<file path="src/rtl/cavlc_blk_pkg.sv">
// Shared definitions for the CAVLC residual-block sequencer.
// Holds the cavlc_decoder_state encodings, which the LUT decoders and the
// coefficient datapath decode directly, and the legal maxNumCoeff values.
package cavlc_blk_pkg;

   localparam int unsigned CAVLC_STATE_W = 4;

   // Plain binary encodings. The downstream datapath compares against these
   // values unchanged, so they must not be reordered.
   typedef enum logic [CAVLC_STATE_W-1:0] {
      Idle                = 4'd0,
      CoeffToken          = 4'd1,
      T1Sign              = 4'd2,
      Level               = 4'd3,
      TotalZeros          = 4'd4,
      RunBefore           = 4'd5,
      LevelRunCombination = 4'd6
   } cavlc_state_e;

   localparam logic [4:0] MAX_NUM_COEFF_CHROMA_DC = 5'd4;
   localparam logic [4:0] MAX_NUM_COEFF_AC        = 5'd15;
   localparam logic [4:0] MAX_NUM_COEFF_4X4       = 5'd16;

endpackage

</file>
<file path="src/rtl/cavlc_blk_counters.sv">
// Counter bank for the CAVLC block sequencer.
// Ports:
//   clk, reset               system clock, synchronous active-high reset
//   clr                      clear every counter (start of a new block)
//   level_ld/level_val       load i_level; level_inc increments it
//   run_clr/run_inc          clear / increment i_run
//   zl_ld/zl_val             load zerosLeft
//   tc_ld/tc_val             load i_TotalCoeff; tc_dec decrements it
//   i_level, i_run, zerosLeft, i_TotalCoeff   counter values
module cavlc_blk_counters (
   input  logic       clk,
   input  logic       reset,
   input  logic       clr,
   input  logic       level_ld,
   input  logic [4:0] level_val,
   input  logic       level_inc,
   input  logic       run_clr,
   input  logic       run_inc,
   input  logic       zl_ld,
   input  logic [3:0] zl_val,
   input  logic       tc_ld,
   input  logic [4:0] tc_val,
   input  logic       tc_dec,
   output logic [4:0] i_level,
   output logic [3:0] i_run,
   output logic [3:0] zerosLeft,
   output logic [4:0] i_TotalCoeff
);

   logic [4:0] level_q;
   logic [3:0] run_q;
   logic [3:0] zl_q;
   logic [4:0] tc_q;

   always_ff @(posedge clk) begin
      if (reset || clr) begin
         level_q <= '0;
         run_q   <= '0;
         zl_q    <= '0;
         tc_q    <= '0;
      end else begin
         if (level_ld) begin
            level_q <= level_val;
         end else if (level_inc) begin
            level_q <= level_q + 5'd1;
         end

         if (run_clr) begin
            run_q <= '0;
         end else if (run_inc) begin
            run_q <= run_q + 4'd1;
         end

         if (zl_ld) begin
            zl_q <= zl_val;
         end

         if (tc_ld) begin
            tc_q <= tc_val;
         end else if (tc_dec) begin
            tc_q <= tc_q - 5'd1;
         end
      end
   end

   assign i_level      = level_q;
   assign i_run        = run_q;
   assign zerosLeft    = zl_q;
   assign i_TotalCoeff = tc_q;

endmodule

</file>
<file path="src/rtl/cavlc_blk_sequencer.sv">
// CAVLC residual-block sequencer: walks one 4x4 / AC / chroma-DC block through
// coeff_token, trailing-ones sign, levels, total_zeros, run_before and the
// level/run combination phase, and flags the end of the block.
// Ports:
//   clk, reset                 system clock, synchronous active-high reset
//   start                      begin one block (ignored while busy)
//   maxNumCoeff                4, 15 or 16; latched on start
//   coeff_token_valid, TotalCoeff, TrailingOnes   coeff_token LUT result
//   t1_sign_valid              trailing-ones signs parsed
//   level_valid                one level decoded
//   total_zeros_valid, total_zeros                total_zeros LUT result
//   run_before_valid, run_before                  one run_before decoded
//   cavlc_decoder_state        current state (LUT decoder enables)
//   i_level, i_run, zerosLeft, i_TotalCoeff       counters
//   end_of_NonZeroCoeff_CAVLC  last combination cycle strobe
//   blk_done                   one-cycle pulse after the last combination cycle
//   busy                       state != Idle
//   err                        sticky syntax error, cleared by start or reset
module cavlc_blk_sequencer
   import cavlc_blk_pkg::*;
#(
   parameter int unsigned MAX_COEFF = 16,
   parameter int unsigned STATE_W   = 4
) (
   input  logic               clk,
   input  logic               reset,
   input  logic               start,
   input  logic [4:0]         maxNumCoeff,
   input  logic               coeff_token_valid,
   input  logic [4:0]         TotalCoeff,
   input  logic [1:0]         TrailingOnes,
   input  logic               t1_sign_valid,
   input  logic               level_valid,
   input  logic               total_zeros_valid,
   input  logic [3:0]         total_zeros,
   input  logic               run_before_valid,
   input  logic [3:0]         run_before,
   output logic [STATE_W-1:0] cavlc_decoder_state,
   output logic [4:0]         i_level,
   output logic [3:0]         i_run,
   output logic [3:0]         zerosLeft,
   output logic [4:0]         i_TotalCoeff,
   output logic               end_of_NonZeroCoeff_CAVLC,
   output logic               blk_done,
   output logic               busy,
   output logic               err
);

   localparam logic [4:0] MaxCoeffW = 5'(MAX_COEFF);

   cavlc_state_e state_q, state_d;
   logic [4:0]   tc_q, max_q;
   logic [1:0]   t1_q;
   logic         err_q, err_d;
   logic         done_q, done_d;
   logic         tok_ld, max_ld;

   logic         cnt_clr, level_ld, level_inc, run_clr, run_inc, zl_ld, tc_ld, tc_dec;
   logic [4:0]   level_val, tc_val;
   logic [3:0]   zl_val;

   logic         post_level;
   logic [4:0]   eff_max;
   logic [4:0]   tc_m1;
   logic [4:0]   lvl_next;
   logic [4:0]   run_next;
   logic [4:0]   tz_limit;
   logic [3:0]   tz_clamped;
   logic [3:0]   zl_after_run;

   // The legality check honours the smaller of the block's maxNumCoeff and
   // what the counters were sized for.
   assign eff_max  = (max_q > MaxCoeffW) ? MaxCoeffW : max_q;
   assign tc_m1    = tc_q - 5'd1;
   assign lvl_next = i_level + 5'd1;
   assign run_next = {1'b0, i_run} + 5'd1;
   assign tz_limit = max_q - tc_q;

   // tz_limit only clamps when it is below total_zeros, so it fits in 4 bits there.
   assign tz_clamped   = ({1'b0, total_zeros} > tz_limit) ? tz_limit[3:0] : total_zeros;
   assign zl_after_run = (run_before > zerosLeft) ? 4'd0 : (zerosLeft - run_before);

   always_ff @(posedge clk) begin
      if (reset) begin
         state_q <= Idle;
         tc_q    <= '0;
         t1_q    <= '0;
         max_q   <= '0;
         err_q   <= 1'b0;
         done_q  <= 1'b0;
      end else begin
         state_q <= state_d;
         err_q   <= err_d;
         done_q  <= done_d;
         if (max_ld) begin
            max_q <= maxNumCoeff;
         end
         if (tok_ld) begin
            tc_q <= TotalCoeff;
            t1_q <= TrailingOnes;
         end
      end
   end

   always_comb begin
      state_d    = state_q;
      err_d      = err_q;
      done_d     = 1'b0;
      tok_ld     = 1'b0;
      max_ld     = 1'b0;
      cnt_clr    = 1'b0;
      level_ld   = 1'b0;
      level_val  = '0;
      level_inc  = 1'b0;
      run_clr    = 1'b0;
      run_inc    = 1'b0;
      zl_ld      = 1'b0;
      zl_val     = '0;
      tc_ld      = 1'b0;
      tc_val     = '0;
      tc_dec     = 1'b0;
      post_level = 1'b0;

      case (state_q)
         Idle: begin
            if (start) begin
               state_d = CoeffToken;
               err_d   = 1'b0;
               cnt_clr = 1'b1;
               max_ld  = 1'b1;
            end
         end

         CoeffToken: begin
            if (coeff_token_valid) begin
               tok_ld = 1'b1;
               if (TotalCoeff == 5'd0) begin
                  // Empty block: a single combination cycle with the strobe up.
                  state_d = LevelRunCombination;
                  tc_ld   = 1'b1;
                  tc_val  = 5'd0;
               end else if ((TotalCoeff > eff_max) || ({3'b0, TrailingOnes} > TotalCoeff)) begin
                  state_d = Idle;
                  err_d   = 1'b1;
               end else if (TrailingOnes != 2'd0) begin
                  state_d = T1Sign;
               end else begin
                  state_d   = Level;
                  level_ld  = 1'b1;
                  level_val = 5'd0;
               end
            end
         end

         T1Sign: begin
            if (t1_sign_valid) begin
               level_ld  = 1'b1;
               level_val = {3'b0, t1_q};
               if ({3'b0, t1_q} == tc_q) begin
                  post_level = 1'b1;
               end else begin
                  state_d = Level;
               end
            end
         end

         Level: begin
            if (level_valid) begin
               level_inc = 1'b1;
               if (lvl_next == tc_q) begin
                  post_level = 1'b1;
               end
            end
         end

         TotalZeros: begin
            if (total_zeros_valid) begin
               if ({1'b0, total_zeros} > tz_limit) begin
                  err_d = 1'b1;
               end
               zl_ld   = 1'b1;
               zl_val  = tz_clamped;
               run_clr = 1'b1;
               if ((tz_clamped == 4'd0) || (tc_q == 5'd1)) begin
                  state_d = LevelRunCombination;
                  tc_ld   = 1'b1;
                  tc_val  = tc_m1;
               end else begin
                  state_d = RunBefore;
               end
            end
         end

         RunBefore: begin
            if (run_before_valid) begin
               if (run_before > zerosLeft) begin
                  err_d = 1'b1;
               end
               zl_ld   = 1'b1;
               zl_val  = zl_after_run;
               run_inc = 1'b1;
               if ((zl_after_run == 4'd0) || (run_next == tc_m1)) begin
                  state_d = LevelRunCombination;
                  tc_ld   = 1'b1;
                  tc_val  = tc_m1;
               end
            end
         end

         LevelRunCombination: begin
            if (i_TotalCoeff == 5'd0) begin
               state_d = Idle;
               done_d  = 1'b1;
            end else begin
               tc_dec = 1'b1;
            end
         end

         default: begin
            state_d = Idle;
         end
      endcase

      // Shared exit once every level of the block has been decoded.
      if (post_level) begin
         if (tc_q == max_q) begin
            state_d = LevelRunCombination;
            zl_ld   = 1'b1;
            zl_val  = 4'd0;
            tc_ld   = 1'b1;
            tc_val  = tc_m1;
         end else begin
            state_d = TotalZeros;
         end
      end
   end

   cavlc_blk_counters u_counters (
      .clk          (clk),
      .reset        (reset),
      .clr          (cnt_clr),
      .level_ld     (level_ld),
      .level_val    (level_val),
      .level_inc    (level_inc),
      .run_clr      (run_clr),
      .run_inc      (run_inc),
      .zl_ld        (zl_ld),
      .zl_val       (zl_val),
      .tc_ld        (tc_ld),
      .tc_val       (tc_val),
      .tc_dec       (tc_dec),
      .i_level      (i_level),
      .i_run        (i_run),
      .zerosLeft    (zerosLeft),
      .i_TotalCoeff (i_TotalCoeff)
   );

   assign cavlc_decoder_state       = STATE_W'(state_q);
   assign end_of_NonZeroCoeff_CAVLC = (state_q == LevelRunCombination) && (i_TotalCoeff == 5'd0);
   assign blk_done                  = done_q;
   assign busy                      = (state_q != Idle);
   assign err                       = err_q;

endmodule

</file>
<file path="config.mk">
export PLATFORM = sky130hd
export DESIGN_NAME = cavlc_blk_sequencer
export DESIGN_NICKNAME = d
export VERILOG_FILES = /design/src/rtl/cavlc_blk_pkg.sv /design/src/rtl/cavlc_blk_counters.sv /design/src/rtl/cavlc_blk_sequencer.sv
export SDC_FILE = /design/constraint.sdc
export NUM_CORES = 1
export LEC_CHECK = 0
export CAP_MARGIN = 10
export CORE_UTILIZATION = 42
export DETAILED_ROUTE_END_ITERATION = 8
export PLACE_DENSITY = 0.67
export SYNTH_ARGS = -nofsm -noshare
export SYNTH_HDL_FRONTEND = slang
export SYNTH_SLANG_ARGS = --single-unit
</file>
<file path="constraint.sdc">
create_clock -name clk -period 7.1 [get_ports clk]
set_input_delay 2.13 -clock clk [delete_from_list [all_inputs] [get_ports clk]]
set_output_delay 2.13 -clock clk [all_outputs]
set_load 0.03 [all_outputs]
</file>
# After elaboration in Yosys (flattened, before gate mapping)
# Cells that the tools add are included.
dict set report classes {
  mux 81
  n_reduce_logical 19
  n_lt_le_gt_ge 5
  n_mul 0
  n_shift 0
  eq_ne 28
  div_mod_pow 0
  bitwise_logic 1
  addsub 7
}
# op n
set ops {}
lappend ops {{4-bit two-way mux} 15}
lappend ops {{5-bit two-way mux} 11}
lappend ops {{1-bit two-way mux} 41}
lappend ops {{4-bit case mux with 7 select lines} 1}
lappend ops {{3-bit != test, second input constant} 7}
lappend ops {{2-bit != test, second input constant} 9}
lappend ops {{9-bit AND reduction} 2}
lappend ops {{5-bit == test} 3}
lappend ops {{4-bit by 3-bit == test with 1-bit output, second input constant} 3}
lappend ops {{4-bit logical NOT} 3}
lappend ops {{5-bit logical NOT} 2}
lappend ops {{2-bit two-way mux} 5}
lappend ops {{5-bit case mux with 2 select lines} 1}
lappend ops {{5-bit by 1-bit subtractor with 5-bit output, second input constant} 2}
lappend ops {{4-bit by 2-bit == test with 1-bit output, second input constant} 2}
lappend ops {{4-bit case mux with 2 select lines} 1}
lappend ops {{4-bit nonzero test} 2}
lappend ops {{1-bit case mux with 2 select lines} 3}
lappend ops {{2-bit nonzero test} 3}
lappend ops {{4-bit by 1-bit adder with 5-bit output, second input constant} 1}
lappend ops {{5-bit by 1-bit adder with 5-bit output, second input constant} 1}
lappend ops {{2-bit by 5-bit == test with 1-bit output} 1}
lappend ops {{5-bit by 1-bit == test with 1-bit output, second input constant} 1}
lappend ops {{2-bit by 5-bit > comparator with 1-bit output} 1}
lappend ops {{16 further kinds} 20}
dict set report word_totals {
  word_cells 151
  mem_count 0
  regBits 36
  output_inout_bits 26
  romBits 0
  mem_bits_rw 0
  latchBits 0
}

# Depth between registers and ports, before layout
# Gate-level depths: netlist of run 1.
dict set report logic_depth {
  ltp_word 11
  ltp_mapped 14
  mapped_depth_nobuf 13
}

# Hierarchy
# From an unflattened synthesis of run 1, not the netlist that was laid out.
dict set report unflattened {
  cells_unflattened 371
  hier_area_um2 3025.4
}
# module cells_each n_inst area_per_inst_um2
set modules_own_cells {}
lappend modules_own_cells {cavlc_blk_sequencer 281 1 2167.1}
lappend modules_own_cells {cavlc_blk_counters 90 1 858.3}

# Least setup slack after synthesis of run 1
# Ideal clock, no wire load.
dict set report synth_timing {
  path_kind {input port to flip-flop}
  from {input total_zeros[2]}
  to {register u_counters.tc_q[0] (netlist: u_counters.i_TotalCoeff[0])}
  path_buffers 0
  arrival_ns 3.949
  path_slack_ns 3.030
  cell_stages 8
  cell_sequence {ha_1 > a21oi_1 > o22ai_1 > o22ai_1 > or2_4 > mux2_4 > o221ai_4 > mux2_2}
}
dict set report synth_via {
  elab_chain_len 10
}
# element line_no
set synth_lines {}
lappend synth_lines {{start, declared} cavlc_blk_sequencer.sv:35} ;# input logic [3:0] total_zeros,
lappend synth_lines {{4-bit by 5-bit > comparator with 1-bit output} cavlc_blk_sequencer.sv:80} ;# assign tz_clamped = ({1'b0, total_zeros} > tz_limit) ? tz_limit[3:0] : total_zeros;
lappend synth_lines {{4-bit two-way mux *} cavlc_blk_sequencer.sv:80}
lappend synth_lines {{4-bit logical NOT *} cavlc_blk_sequencer.sv:184} ;# if ((tz_clamped == 4'd0) || (tc_q == 5'd1)) begin
lappend synth_lines {{1-bit logical OR *} cavlc_blk_sequencer.sv:184}
lappend synth_lines {{1-bit two-way mux or 5-bit two-way mux (tied branches)} cavlc_blk_sequencer.sv:184}
lappend synth_lines {{1-bit two-way mux or 5-bit two-way mux (tied branches)} cavlc_blk_sequencer.sv:177} ;# if (total_zeros_valid) begin
lappend synth_lines {{1-bit case mux with 3 select lines or 5-bit case mux with 2 select lines (tied branches)} cavlc_blk_sequencer.sv:124} ;# case (state_q)
lappend synth_lines {{1-bit two-way mux or 5-bit two-way mux (tied branches)} cavlc_blk_sequencer.sv:226} ;# if (tc_q == max_q) begin
lappend synth_lines {{1-bit two-way mux or 5-bit two-way mux (tied branches)} cavlc_blk_sequencer.sv:225} ;# if (post_level) begin
lappend synth_lines {{5-bit two-way mux or 2-bit nonzero test (tied branches)} -}
lappend synth_lines {{end signal, assigned} cavlc_blk_counters.sv:59} ;# tc_q <= tc_val;
lappend synth_lines {{end signal, assigned} cavlc_blk_counters.sv:61} ;# tc_q <= tc_q - 5'd1;
lappend synth_lines {{end, declared} cavlc_blk_counters.sv:33} ;# logic [4:0] tc_q;
# Mark *: on every way between the ends. The rest lies on a longest branch, timed or not.
# A chain may end at the register's enable or synchronous reset.

# Final worst setup path of run 1
dict set report layout_timing {
  from {input run_before[0]}
  to {register state_q[1] (netlist: cavlc_decoder_state[1])}
}
dict set report layout_via {
  elab_chain_len 6
}
# element line_no
set layout_lines {}
lappend layout_lines {{start, declared} cavlc_blk_sequencer.sv:37} ;# input logic [3:0] run_before,
lappend layout_lines {{4-bit subtractor or 4-bit > comparator (tied branches)} cavlc_blk_sequencer.sv:81} ;# assign zl_after_run = (run_before > zerosLeft) ? 4'd0 : (zerosLeft - run_before);
lappend layout_lines {{4-bit two-way mux *} cavlc_blk_sequencer.sv:81}
lappend layout_lines {{4-bit logical NOT *} cavlc_blk_sequencer.sv:202} ;# if ((zl_after_run == 4'd0) || (run_next == tc_m1)) begin
lappend layout_lines {{1-bit logical OR *} cavlc_blk_sequencer.sv:202}
lappend layout_lines {{3-bit != test (no source line) *} -}
lappend layout_lines {{9-bit AND reduction (no source line) *} -}
lappend layout_lines {{end signal, assigned} cavlc_blk_sequencer.sv:85} ;# state_q <= Idle;
lappend layout_lines {{end signal, assigned} cavlc_blk_sequencer.sv:92} ;# state_q <= state_d;
lappend layout_lines {{end, declared} cavlc_blk_sequencer.sv:51} ;# cavlc_state_e state_q, state_d;
# Marks and branches as above.

==> results of run 1 <==
==> power breakdown <==
group / total, mW / internal, mW / leakage [nW] / switching [mW]
clock: 0.136 / 0.0654 / 0.0371 / 0.0707
combinational: 0.528 / 0.234 / 1.03 / 0.293
sequential: 0.280 / 0.223 / 0.284 / 0.0568
==> per-layer routing <==
layer	global-route usage [%]	vias to the layer above
li1	-	1322
met1	28.3	1226
met2	34.3	69
met3	4.23	9
met4	5.80	0
met5	0	-
==> through the flow <==
stage / total power, mW / cells / hold slack, ns / instance area, um^2 / worst slack, ns
after floorplan: 0.673 / 351 / 0.487 / 2850 / 3.03
final: 0.943 / 472 / 0.503 / 3460 / 2.66
after detailed placement: 0.811 / 466 / 0.494 / 3380 / 2.36
after global routing: 1.03 / 472 / 0.568 / 3460 / 2.45
after global placement: 0.801 / 466 / 0.480 / 3380 / 2.44
after CTS: 0.948 / 472 / 0.510 / 3460 / 2.67
==> state kept, by name (all words and copies together) (netlist names) <==
register                 cells
u_counters.zerosLeft         4
u_counters.i_level           5
cavlc_decoder_state          3
u_counters.i_run             4
blk_done                     1
t1_q                         2
max_q                        5
err                          1
u_counters.i_TotalCoeff      5
tc_q                         5
==> final cells by class <==
cell class / count / area [um^2]
fill: 632 / 3000
multi-input combinational: 274 / 1960
sequential: 35 / 701
timing repair buffer: 52 / 520
inverter: 28 / 105
tap: 77 / 96.3
clock buffer: 6 / 72.6
==> kinds of logic after synthesis <==
| kind of cell | after synthesis | synth area share (%) |
|---|---|---|
| buf+inv | 42 | 6.46 |
| xor+xnor | 34 | 10.5 |
| mux | 17 | 6.82 |
| simple gates | 127 | 22.6 |
| flops | 35 | 24.6 |
| other cells | 1 | 0.132 |
| fa+ha+maj | 27 | 12.4 |
| compound gates | 68 | 16.5 |
==> tightest hold or removal path: stages, from the launching register on <==
cell     delay, ns
dfxtp_1       0.35
a21oi_1       0.05
nor2_1        0.07
==> cell usage after synthesis, drive strengths merged (2+ instances only) <==
master and n:
mux2i 10, nor3b 3, nand2 17, a21o 2, nand3b 3, a211oi 4
nand4 2, o22ai 3, a221oi 2, o21a 3, nor4 3, nor4b 2
and3 5, fa 2, nand2b 3, ha 25, dfxtp 35, a222oi 4
nor3 8, and2 4, xnor2 19, clkbuf 7, buf 7, o21ai 19
a21oi 15, nor2b 3, a31oi 3, mux2 6, or3 3, xor2 15
o211ai 2, inv 28, or2 2, nand3 12, nor2 55
==> worst paths after layout <==
path | from | end | slack (ns) | depth (start not counted)
min | err | err | 0.50 | 2
min reg2reg | err | err | 0.50 | 2
max | run_before[0] | cavlc_decoder_state[1] | 2.66 | 10
max reg2reg | tc_q[2] | u_counters.i_TotalCoeff[0] | 3.55 | 13
==> run_results.csv, run 1 <==
group,metric,value,unit
routing,wirelength,6890,um
routing,wl_met1,3360,um
setup_path,required,7.29,ns
setup_path,slowest_delay,0.46,ns
global_routing,grt_pass1_wl,11900,um
logic_synthesis,yosys_warnings,0,
final_layout,num_antenna_cells,0,
setup_path,crit_slowest_cell,"clkdlybuf4s50_1",
timing,min_period,4.44,ns
power,total_leakage_power,1.35,nW
global_routing,overflow,0,
cts,clk_pin_slew,0.07,ns
routing,drt-pass1-iter-count,7,
die,design.die.area,7110,um^2
die,rows,29,
setup_path,start_kind,"input port",
timing,tightest_slew,0.746,ns
timing,fmax,225,MHz
die,start_util,44.1,%
setup_path,cp_max_fo,3,
die,die_x,84.3,um
logic_synthesis,syn_area_per_cell,8.11,um^2
run,drv_cap,0,
routing,drc,10,
routing,maxUsedRoutingLayer,"met4",
logic_synthesis,yosysTopAreaCell,"dfxtp_1",
logic_synthesis,yosysUniqueCellTypes,60,
power,vdd_drop_max,139,uV
final_layout,final_common_cell,"nor2_1",
logic_synthesis,synth-main-ff-cell,"dfxtp_1",
routing,post_drt_wl_per_cell,14.6,um
timing,slew_headroom,49.9,%
global_routing,grt_max_degree,20,
cts,clock_sinks,35,
die,io_pins,54,
setup_path,path_cells,"clkdlybuf4s50_1, ha_1, inv_1, fa_1, xor2_1, nor4_1, a211o_1, a311oi_1, o21ai_0, o221a_2",
final_layout,drive_gt1_share,5.57,%
logic_synthesis,synth_fp_nets,406,
worst_hold_path,min_path_type,"reg2reg",
logic_synthesis,synth_edf_count,0,
global_routing,antenna_found_initial,0,
final_layout,syn_to_final_growth,21.5,%
routing,wl_met2,3120,um
setup_path,cp.arrival,4.63,ns
logic_synthesis,ys_ff_latch,35,
cts,cts_tree,"built",
global_routing,track_usage,21.0,%
cts,cts_buffers,5,
cts,cts_setup_buffers,0,
final_layout,nets,451,
global_routing,grt_pass1_vias,2533,
placed_design,gp_congestion,0.903,
logic_synthesis,synthArstFlopShare,0,%
timing,setup_violations,0,
placed_design,port_buffers,52,
timing,rsz0062_at_grt,"no",
timing,final_hold_viol_count,0,
routing,final_antenna_net_count,0,
setup_path,critPathKind,"in2reg",
timing,period_share,62.5,%
setup_path,crit_family,"compound AO/OA/AOI/OAI gates",
routing,vias_per_cell,5.56,
cts,ctsResizeCount,0,
logic_synthesis,seq_area_frac_synth,24.6,%
cts,clockBufferDepth,2,
logic_synthesis,synth_area,2850,um^2
timing,tns,0,ns
status,violations,"DRC",
setup_path,critPathBufInv,2,
final_layout,post-route-util,53.5,%
timing,slew_violations,0,
cts,worstSkewPairLatency,0.29,ns
cts,htree_levels,2,
placed_design,hpwl,5430,um
status,status,"finished, violations left",
setup_path,setup.worst_path.end_class,"flip-flop",
routing,dr_wl_met3,336,um
logic_synthesis,synthCells,351,
final_layout,mostFrequentLayoutCells,"54 x nor2_1, 52 x clkdlybuf4s50_1, 35 x dfxtp_1",
logic_synthesis,yosys-top-cells-area,"dfxtp_1 25%, ha_1 11%, nor2_1 7.1%",
cts,root_buffer,"clkbuf_8",
die,core_area,6460,um^2
die,die_h,84.3,um
timing,fin_skew,0.00666,ns
logic_synthesis,synth_top_area_share,24.6,%
cts,cts_hold_buf,0,
power,p_per_area,273,nW/um^2
routing,detail_route.iter0.violations,164,
routing,vias,2626,
No activity file was read; power rests on OpenSTA's default activity.
==> run 2, diff against run 1 <==
==> constraint.sdc (replaced) <==
create_clock -name clk -period 4.3 [get_ports clk]
set_input_delay 1.29 -clock clk [delete_from_list [all_inputs] [get_ports clk]]
set_output_delay 1.29 -clock clk [all_outputs]
set_load 0.03 [all_outputs]
==> run 2 against run 1 <==
Sequential power grew 54%. Non-clock buffer count up 3. Largest cell class unchanged. Setup slack got worse by 2.0 ns. The flow still finishes with violations (DRC).
==> run_results.csv, run 2 (synthesis results as in run 1) <==
group,metric,value,unit
status,status,"finished, violations left",
status,violations,"DRC",
global_routing,grt_max_degree,19,
setup_path,cp.arrival,3.80,ns
timing,holdWs,0.518,ns
timing,slew_violations,0,
final_layout,syn_to_final_growth,23.2,%
die,rows,29,
die,die_x,84.3,um
routing,vias,2582,
timing,slew_headroom,50.3,%
cts,ctsResizeCount,0,
placed_design,place_ws,0.392,ns
final_layout,stdcell_count,477,
final_layout,mostFrequentLayoutCells,"54 x nor2_1, 52 x clkdlybuf4s50_1, 35 x dfxtp_1",
cts,clk_pin_slew,0.07,ns
setup_path,rrSetupSlack,0.71,ns
setup_path,slowest_delay,0.44,ns
placed_design,place_area,3410,um^2
routing,detail_route.iter0.violations,150,
routing,wirelength,6960,um
global_routing,overflow,0,
timing,min_period,3.62,ns
final_layout,drive_gt1_share,6.75,%
timing,tns,0,ns
die,die_h,84.3,um
routing,drt-pass1-iter-count,6,
final_layout,num_antenna_cells,0,
die,io_pins,54,
cts,cts_setup_buffers,0,
routing,vias_per_cell,5.41,
placed_design,hpwl,5500,um
routing,post_drt_wl_per_cell,14.6,um
die,start_util,44.1,%
global_routing,grt_pass1_wl,11700,um
timing,setup_ws,0.682,ns
routing,final_antenna_net_count,0,
cts,cts_tree,"built",
final_layout,fin_area,3510,um^2
cts,htree_levels,2,
cts,worstSkewPairLatency,0.29,ns
placed_design,port_buffers,52,
timing,tightest_slew,0.740,ns
final_layout,nets,454,
setup_path,crit_family,"compound AO/OA/AOI/OAI gates",
power,total_leakage_power,1.38,nW
timing,setup_violations,0,
run,drv_cap,0,
setup_path,critPathLaunch,"total_zeros[2]",
cts,clockBufferDepth,2,
cts,root_buffer,"clkbuf_8",
setup_path,cp_max_fo,6,
cts,clock_sinks,35,
worst_hold_path,worstHoldStart,"err",
placed_design,gp_congestion,0.904,
global_routing,antenna_found_initial,0,
power,vdd_drop_max,197,uV
worst_hold_path,min_path_type,"reg2reg",
setup_path,path_cells,"clkdlybuf4s50_1, ha_1, a21oi_1, o22ai_1, o22ai_1, or2_4, mux2_4, o221ai_4, mux2_2",
setup_path,crit_slowest_cell,"clkdlybuf4s50_1",
timing,period_share,84.1,%
setup_path,start_kind,"input port",
cts,cts_hold_buf,0,
setup_path,setup.worst_path.end_class,"flip-flop",
placed_design,dp_cells,469,
timing,rsz0062_at_grt,"no",
global_routing,grt_pass1_vias,2462,
timing,fmax,276,MHz
setup_path,r2r_start,"tc_q[2]",
final_layout,nFillCells,623,
cts,cts_buffers,5,
timing,final_hold_viol_count,0,
setup_path,critPathBufInv,1,
final_layout,final_common_cell,"nor2_1",
setup_path,required,4.48,ns
die,core_area,6460,um^2
setup_path,critPathKind,"in2reg",
setup_path,crit_path_frequent_cell,"o22ai_1",
routing,drc,11,
global_routing,track_usage,20.5,%
timing,fin_skew,0.00551,ns
die,design.die.area,7110,um^2
power,p_per_area,462,nW/um^2
[run 2: final cells by class]
cell class	count	area (um^2)	share of cell area [%]
repair buffers	55	543	15.5
well taps	77	96.3	2.75
clock buffers	8	100	2.86
flip-flops and latches	35	701	20.0
inverters	28	105	3.00
multi-input cells	274	1960	55.9
[run 2: worst reg2reg max path: cells and delay by family, from the launching register on]
| family | cells | cell delay, ns |
|---|---|---|
| buffers and inverters | 1 | 0.09 |
| flip-flops | 1 | 0.53 |
| AND/OR/NAND/NOR | 2 | 0.32 |
| adder cells (fa/ha/maj) | 2 | 0.67 |
| XOR/XNOR | 1 | 0.26 |
| multiplexers | 2 | 0.71 |
| AO/OA/AOI/OAI | 5 | 0.91 |
[run 2: stage by stage]
stage,power (mW),utilization [%]
6_report,1.62,54.3
2_1_floorplan,1.11,-
3_3_place_gp,1.33,52.7
3_5_place_dp,1.35,52.7
4_1_cts,1.63,54.3
5_1_grt,1.75,54.3
[run 2: report_power, final]
group / switching [mW] / total (mW) / internal, mW
Combinational: 0.525 / 0.922 / 0.397
Sequential: 0.0619 / 0.430 / 0.368
Clock: 0.122 / 0.268 / 0.146
[run 2: path summary, 6_finish.rpt]
check,to,cells after the start
max reg2reg,u_counters.i_TotalCoeff[4],13
min,err,2
min reg2reg,err,2
max,u_counters.i_TotalCoeff[4],9
[run 2: per-layer routing]
metal	up-vias	track usage (%)	share of wire [%]	wire [um]
met5	-	0	0	0
met1	1181	28.5	49	3390
li1	1325	-	-	-
met3	8	3.34	4.6	323
met4	0	6.11	1.2	82
met2	68	32.6	45	3170
==> run 3, diff against run 2 <==
--- a/config.mk
+++ b/config.mk
@@ -8,7 +8,7 @@
 export CAP_MARGIN = 10
 export CORE_UTILIZATION = 42
 export DETAILED_ROUTE_END_ITERATION = 8
-export PLACE_DENSITY = 0.67
+export PLACE_DENSITY = 0.69
 export SYNTH_ARGS = -nofsm -noshare
 export SYNTH_HDL_FRONTEND = slang
 export SYNTH_SLANG_ARGS = --single-unit
==> constraint.sdc (replaced) <==
create_clock -name clk -period 2.9 [get_ports clk]
set_input_delay 0.87 -clock clk [delete_from_list [all_inputs] [get_ports clk]]
set_output_delay 0.87 -clock clk [all_outputs]
set_load 0.03 [all_outputs]
==> run 3 against run 2 <==
Clock power rose by 62%. Largest power group unchanged. Die area unchanged. Critical endpoint is now u_counters.i_TotalCoeff[2]. Final cell count up 12%. Highest routed layer unchanged. Global-route usage up 2.2 points. Total power is 78% higher. Clock-buffer cell count is 2 lower. Final area grew 19%. Setup slack worse by 0.86 ns. The run ends with DRC, setup timing left. Critical path type is now reg2reg. Sequential power is 47% higher. Utilization is 10 points higher. Non-clock buffer count up 56. Register-to-register slack got worse by 0.89 ns.
==> run_results.csv, run 3 (synthesis results as in run 1) <==
group,metric,value,unit
final_layout,stdcell_count,532,
final_layout,drive_gt1_share,27.3,%
die,io_pins,54,
global_routing,grt.met1_usage,28.1,%
cts,root_buffer,"clkbuf_8",
run,drv_cap,0,
setup_path,required,3.08,ns
timing,slew_violations,0,
final_layout,num_antenna_cells,0,
routing,vias,2878,
placed_design,hpwl,5970,um
timing,fmax,325,MHz
timing,rsz0062_at_grt,"yes",
setup_path,start_kind,"flip-flop",
placed_design,gp_congestion,0.847,
die,die_x,84.3,um
setup_path,critPathKind,"reg2reg",
power,vdd_drop_max,385,uV
power,p_per_area,691,nW/um^2
timing,period_share,106,%
setup_path,critPathBufInv,1,
timing,tightest_slew,0.507,ns
global_routing,overflow,0,
timing,fin_skew,0.00447,ns
final_layout,syn_to_final_growth,46.2,%
routing,wirelength,7820,um
routing,vias_per_cell,5.41,
final_layout,mostFrequentLayoutCells,"59 x buf_4, 54 x nor2_1, 45 x clkdlybuf4s50_1",
global_routing,antenna_found_initial,0,
final_layout,nets,510,
cts,htree_levels,2,
placed_design,place_ws,-0.560,ns
global_routing,track_usage,22.6,%
placed_design,port_buffers,52,
routing,drt-pass1-iter-count,6,
setup_path,cp_max_fo,5,
die,core_area,6460,um^2
die,rows,29,
global_routing,met3_usage,3.34,%
final_layout,post-route-util,64.4,%
die,design.die.area,7110,um^2
cts,clockBufferDepth,2,
timing,final_hold_viol_count,0,
worst_hold_path,min_path_type,"reg2reg",
global_routing,gr-max-usage-layer,"met2",
setup_path,crit_family,"compound AO/OA/AOI/OAI gates",
setup_path,cp.arrival,3.26,ns
routing,final_antenna_net_count,0,
cts,clock_sinks,35,
timing,setup_violations,5,
global_routing,use_met2,40.5,%
setup_path,path_cells,"inv_2, ha_4, nand2_2, o21ai_2, xnor2_2, ha_1, nand3_2, o22ai_2, o22ai_2, or2_4, mux2_4, o221ai_4, mux2_4",
timing,setup_ws,-0.176,ns
status,violations,"DRC, setup timing",
cts,worstSkewPairLatency,0.29,ns
timing,min_period,3.08,ns
cts,clk_pin_slew,0.07,ns
final_layout,final_common_cell,"buf_4",
timing,slew_headroom,66.0,%
routing,detail_route.iter0.violations,141,
status,status,"finished, violations left",
cts,cts_buffers,5,
global_routing,grt_pass1_wl,12800,um
setup_path,setup.worst_path.end_class,"flip-flop",
placed_design,dp_cells,515,
cts,cts_tree,"built",
setup_path,slowest_delay,0.37,ns
die,die_h,84.3,um
die,start_util,44.1,%
routing,drc,8,
timing,tns,-0.874,ns
routing,post_drt_wl_per_cell,14.7,um
setup_path,crit_slowest_cell,"dfxtp_2",
global_routing,grt_max_degree,16,
power,total_leakage_power,1.74,nW
global_routing,grt_pass1_vias,2750,
run 3: changes by cell type in the layout (fill, tap and decap cells not counted), moves of 6 or more:
cell	previous run	this run
ha_1	25	19
buf_4	3	59
clkdlybuf4s50_1	52	45
dfxtp_1	35	29
run 3: report_power, final:
| part | total (mW) | internal, mW | switching [mW] |
|---|---|---|---|
| combinational | 1.81 | 0.874 | 0.935 |
| clock | 0.435 | 0.252 | 0.183 |
| sequential | 0.632 | 0.549 | 0.0826 |
| total | 2.88 | 1.68 | 1.20 |
run 3: per-layer routing:
layer / part of all wire (%) / vias to the layer above
li1: - / 1434
met1: 44 / 1363
met2: 49 / 68
met3: 4.7 / 13
met4: 2.3 / 0
met5: 0 / -
run 3: cell type report:
cell class	instances	area, um^2
Clock buffer	6	72.6
Clock inverter	1	30.0
Fill cell	544	2300
Inverter	28	105
Multi-Input combinational cell	274	2170
Sequential cell	35	711
Tap cell	77	96.3
Timing Repair Buffer	111	973
run 3: final timing paths:
path / startpoint / end / slack (ns) / cells past startpoint
setup reg to reg: tc_q[1] / u_counters.i_TotalCoeff[2] / -0.18 / 13
hold reg to reg: err / err / 0.52 / 2
hold / removal: err / err / 0.52 / 2
setup / recovery: tc_q[1] / u_counters.i_TotalCoeff[2] / -0.18 / 13
run 3: what timing repair did:
item                       in CTS  in global routing
setup endpoints to repair       7                 12
resized for setup              17                 30
cloned                          0                  0
buffers inserted                6                  4
pin swaps                      16                 23
hold buffers                    0                  0
run 3: stage by stage:
stage          power (mW)  instance area, um^2  hold slack (ns)
2_1_floorplan        1.71                 2910            0.487
3_3_place_gp         2.22                 3810            0.500
3_5_place_dp         2.25                 3810            0.493
4_1_cts              2.76                 4020            0.518
5_1_grt              3.07                 4160            0.582
6_report             2.88                 4160            0.523
run 3: worst register-to-register path, cell delays in order (launching register included):
cell	delay [ns]
dfxtp_2	0.37
inv_2	0.06
ha_4	0.27
nand2_2	0.06
o21ai_2	0.20
xnor2_2	0.11
ha_1	0.33
nand3_2	0.10
o22ai_2	0.18
o22ai_2	0.10
or2_4	0.25
mux2_4	0.33
o221ai_4	0.29
mux2_4	0.33
==> RTL edit, RTL diff (settings of run 1) <==
Add an input register stage for `TotalCoeff`; this delays it by one clock. The other inputs are not delayed to match.
--- a/src/rtl/cavlc_blk_sequencer.sv
+++ b/src/rtl/cavlc_blk_sequencer.sv
@@ -49,4 +49,10 @@
    localparam logic [4:0] MaxCoeffW = 5'(MAX_COEFF);
 
+   logic [4:0] TotalCoeff_q;
+
+   always_ff @(posedge clk) begin
+      TotalCoeff_q <= TotalCoeff;
+   end
+
    cavlc_state_e state_q, state_d;
    logic [4:0]   tc_q, max_q;
@@ -97,5 +103,5 @@
          end
          if (tok_ld) begin
-            tc_q <= TotalCoeff;
+            tc_q <= TotalCoeff_q;
             t1_q <= TrailingOnes;
          end
@@ -135,10 +141,10 @@
             if (coeff_token_valid) begin
                tok_ld = 1'b1;
-               if (TotalCoeff == 5'd0) begin
+               if (TotalCoeff_q == 5'd0) begin
                   // Empty block: a single combination cycle with the strobe up.
                   state_d = LevelRunCombination;
                   tc_ld   = 1'b1;
                   tc_val  = 5'd0;
-               end else if ((TotalCoeff > eff_max) || ({3'b0, TrailingOnes} > TotalCoeff)) begin
+               end else if ((TotalCoeff_q > eff_max) || ({3'b0, TrailingOnes} > TotalCoeff_q)) begin
                   state_d = Idle;
                   err_d   = 1'b1;
Check against the original RTL: not equivalent (a bounded check fails within 4 cycles, from zero or initial values and one cycle with reset high).
==> RTL edit against run 1 <==
Final area grew 5.4%; via count grew 9.7%; largest power group unchanged; total power grew 6.9%; sequential cell count grew 5; largest cell class unchanged; setup slack lost 0.31 ns; area after synthesis grew 4.7%; core utilization shrank 0.17 points; wire length grew 7.9%; first-iteration DRC count grew 50%.
==> RTL edit: results (changes against run 1) <==
stage,metric,value,unit,change
finish,final cell count without fillers,526,,was 472
worst_hold_path,Hold Path Sink,tc_q[3],,was err
power_and_ir_drop,VDD IR-drop max,0.129,mV,was 0.139 mV
detailed_routing,Vias/cell,5.48,,was 5.56
synth,Synth top cells by count,"45 x nand2_1, 45 x nor2_1, 40 x dfxtp_1",,"was 54 x nor2_1, 35 x dfxtp_1, 28 x inv_1"
clock_tree,htree depth,2,,unchanged
synth,Synth area leaders,"dfxtp_1 27%, ha_1 10%, xnor2_1 6.5%",,"was dfxtp_1 25%, ha_1 11%, nor2_1 7.1%"
placement,Port Buffers,52,,unchanged
placement,GPL Wtd Cong,0.860,,was 0.903
timing,Clock Skews,0.00468,ns,was 0.00666 ns
global_route,initial antenna violation count,0,,unchanged
setup_path,Critical Path AT,4.93,ns,was 4.63 ns
clock_tree,TritonCTS buffer count,5,,unchanged
placement,Post-DP Area,3550,um2,was 3380 um2
clock_tree,CTS Root Cell,clkbuf_8,,unchanged
setup_path,"Max FO, Critical Path",4,,was 3
synth,synth warn,0,,unchanged
synth,dominant synthesized flop cell,dfxtp_1,,unchanged
detailed_routing,drt pass-1 iters,4,,was 7
clock_tree,maximum clock insertion buffer count,2,,unchanged
placement,Inst Count DP,518,,was 466
synth,Synth cell types,58,,was 60
detailed_routing,Max Used Layer,met4,,unchanged
finish,share of layout cells above drive strength 1,5.35,%,was 5.57%
global_route,vias in the first global route,2674,,was 2533
worst_hold_path,worst hold path class,register to register,,unchanged
detailed_routing,Met1 Wirelength,3490,um,was 3360 um
finish,Antenna Cells,0,,unchanged
detailed_routing,Starting DRT DRC Count,246,,was 164
finish,nets,484,,was 451
global_route,total track usage,21.0,%,about the same
setup_path,R2R depth,13,,unchanged
clock_tree,Worst-Skew Late Latency,0.29,ns,about the same
power_and_ir_drop,Leak,1.40,nW,was 1.35 nW
worst_hold_path,WHS Path Cells,2,,unchanged
global_route,pin count of the biggest net entering global routing,24,,was 20
detailed_routing,metal2 WL,3520,um,was 3120 um
clock_tree,Post-CTS Resized,0,,unchanged
synth,sequential area share after synthesis,26.9,%,was 24.6%
timing,Hold WS,0.478,ns,was 0.503 ns
placement,DP Wirelength,5800,um,was 5430 um
placement,pre-CTS setup slack,2.08,ns,was 2.36 ns
detailed_routing,metal3 WL,290,um,was 336 um
detailed_routing,routed len/inst,14.1,um,was 14.6 um
timing,slew margin rel.,50.5,%,was 49.9%
synth,asr flop ratio synth,0,%,unchanged
setup_path,CP Launch Point,run_before[0],,unchanged
synth,Cells after Synth,384,,was 351
outcome,outcome,completed,,"was complete, but fails checks"
synth,"Net Count, Synth",439,,was 406
setup_path,reg2reg start,tc_q[2],,unchanged
worst_hold_path,Hold Crit Start,TotalCoeff_q[3],,was err
clock_tree,Worst-path clk slew,0.08,ns,
setup_path,"reg-to-reg slack, setup",3.55,ns,about the same
clock_tree,post-CTS setup buffer count,0,,unchanged
global_route,first-pass GRT wire length,12400,um,was 11900 um
setup_path,Reg-to-Reg End,u_counters.i_TotalCoeff[4],,was u_counters.i_TotalCoeff[0]
## RTL edit: changes by cell type after synthesis, moves of 3 or more
cell      before  now
a21oi_1       15   29
dfxtp_1       35   40
xor2_1        15   10
nand2_1       17   45
mux2i_1       10    3
a222oi_1       4    1
xnor2_1       19   22
nor2_1        54   45
o21a_1         3    0
o22ai_1        3    0
nor3_1         7   10
## RTL edit: worst max path at each step
stage	end	slack [ns]	cells after the start
finish	u_counters.i_TotalCoeff[4]	2.35	11
floorplan	u_counters.i_TotalCoeff[0]	2.71	10
detailed placement	u_counters.i_TotalCoeff[4]	2.08	11
CTS	u_counters.i_TotalCoeff[0]	2.38	11
global route	u_counters.i_TotalCoeff[4]	2.22	11
global placement	u_counters.i_TotalCoeff[2]	2.13	11
## RTL edit: report_power, final
part	leakage (nW)	internal [mW]	total [mW]	switching, mW
Clock	0.0510	0.0776	0.159	0.0814
Combinational	1.02	0.230	0.541	0.312
Sequential	0.326	0.251	0.308	0.0574
## RTL edit: routing by layer
layer / global-route usage, % / vias up
met5: 0 / -
met4: 6.67 / 0
met3: 3.24 / 12
met2: 35.4 / 81
met1: 27.5 / 1358
li1: - / 1429
## RTL edit: logic make-up (layout without fill, tap and decap cells)
family	after synthesis	in the layout	share of synthesized area, %
simple gates	156	156	26.0
compound gates	80	80	16.9
flops	40	40	26.9
buf+inv	40	86	5.59
xor+xnor	32	32	9.41
fa+ha+maj	27	27	11.8
mux	8	8	3.28
other cells	1	1	0.126
## RTL edit: layout make-up
class                      count  area, um2
fill                         695       3190
multi-input combinational    304       2010
sequential                    40        801
timing repair buffer          52        520
tap                           96        120
inverter                      26       97.6
clock buffer                   6       82.6
clock inverter                 2       10.0
## RTL edit: worst max-delay path, stage by stage
cell and delay [ns]:
clkdlybuf4s50_1 0.46, ha_1 0.16, inv_1 0.06, fa_1 0.40, xor2_1 0.19, or3b_2 0.48, a211oi_1 0.23, a211oi_1 0.11
a21o_1 0.21, nand3_2 0.14, mux2_2 0.35
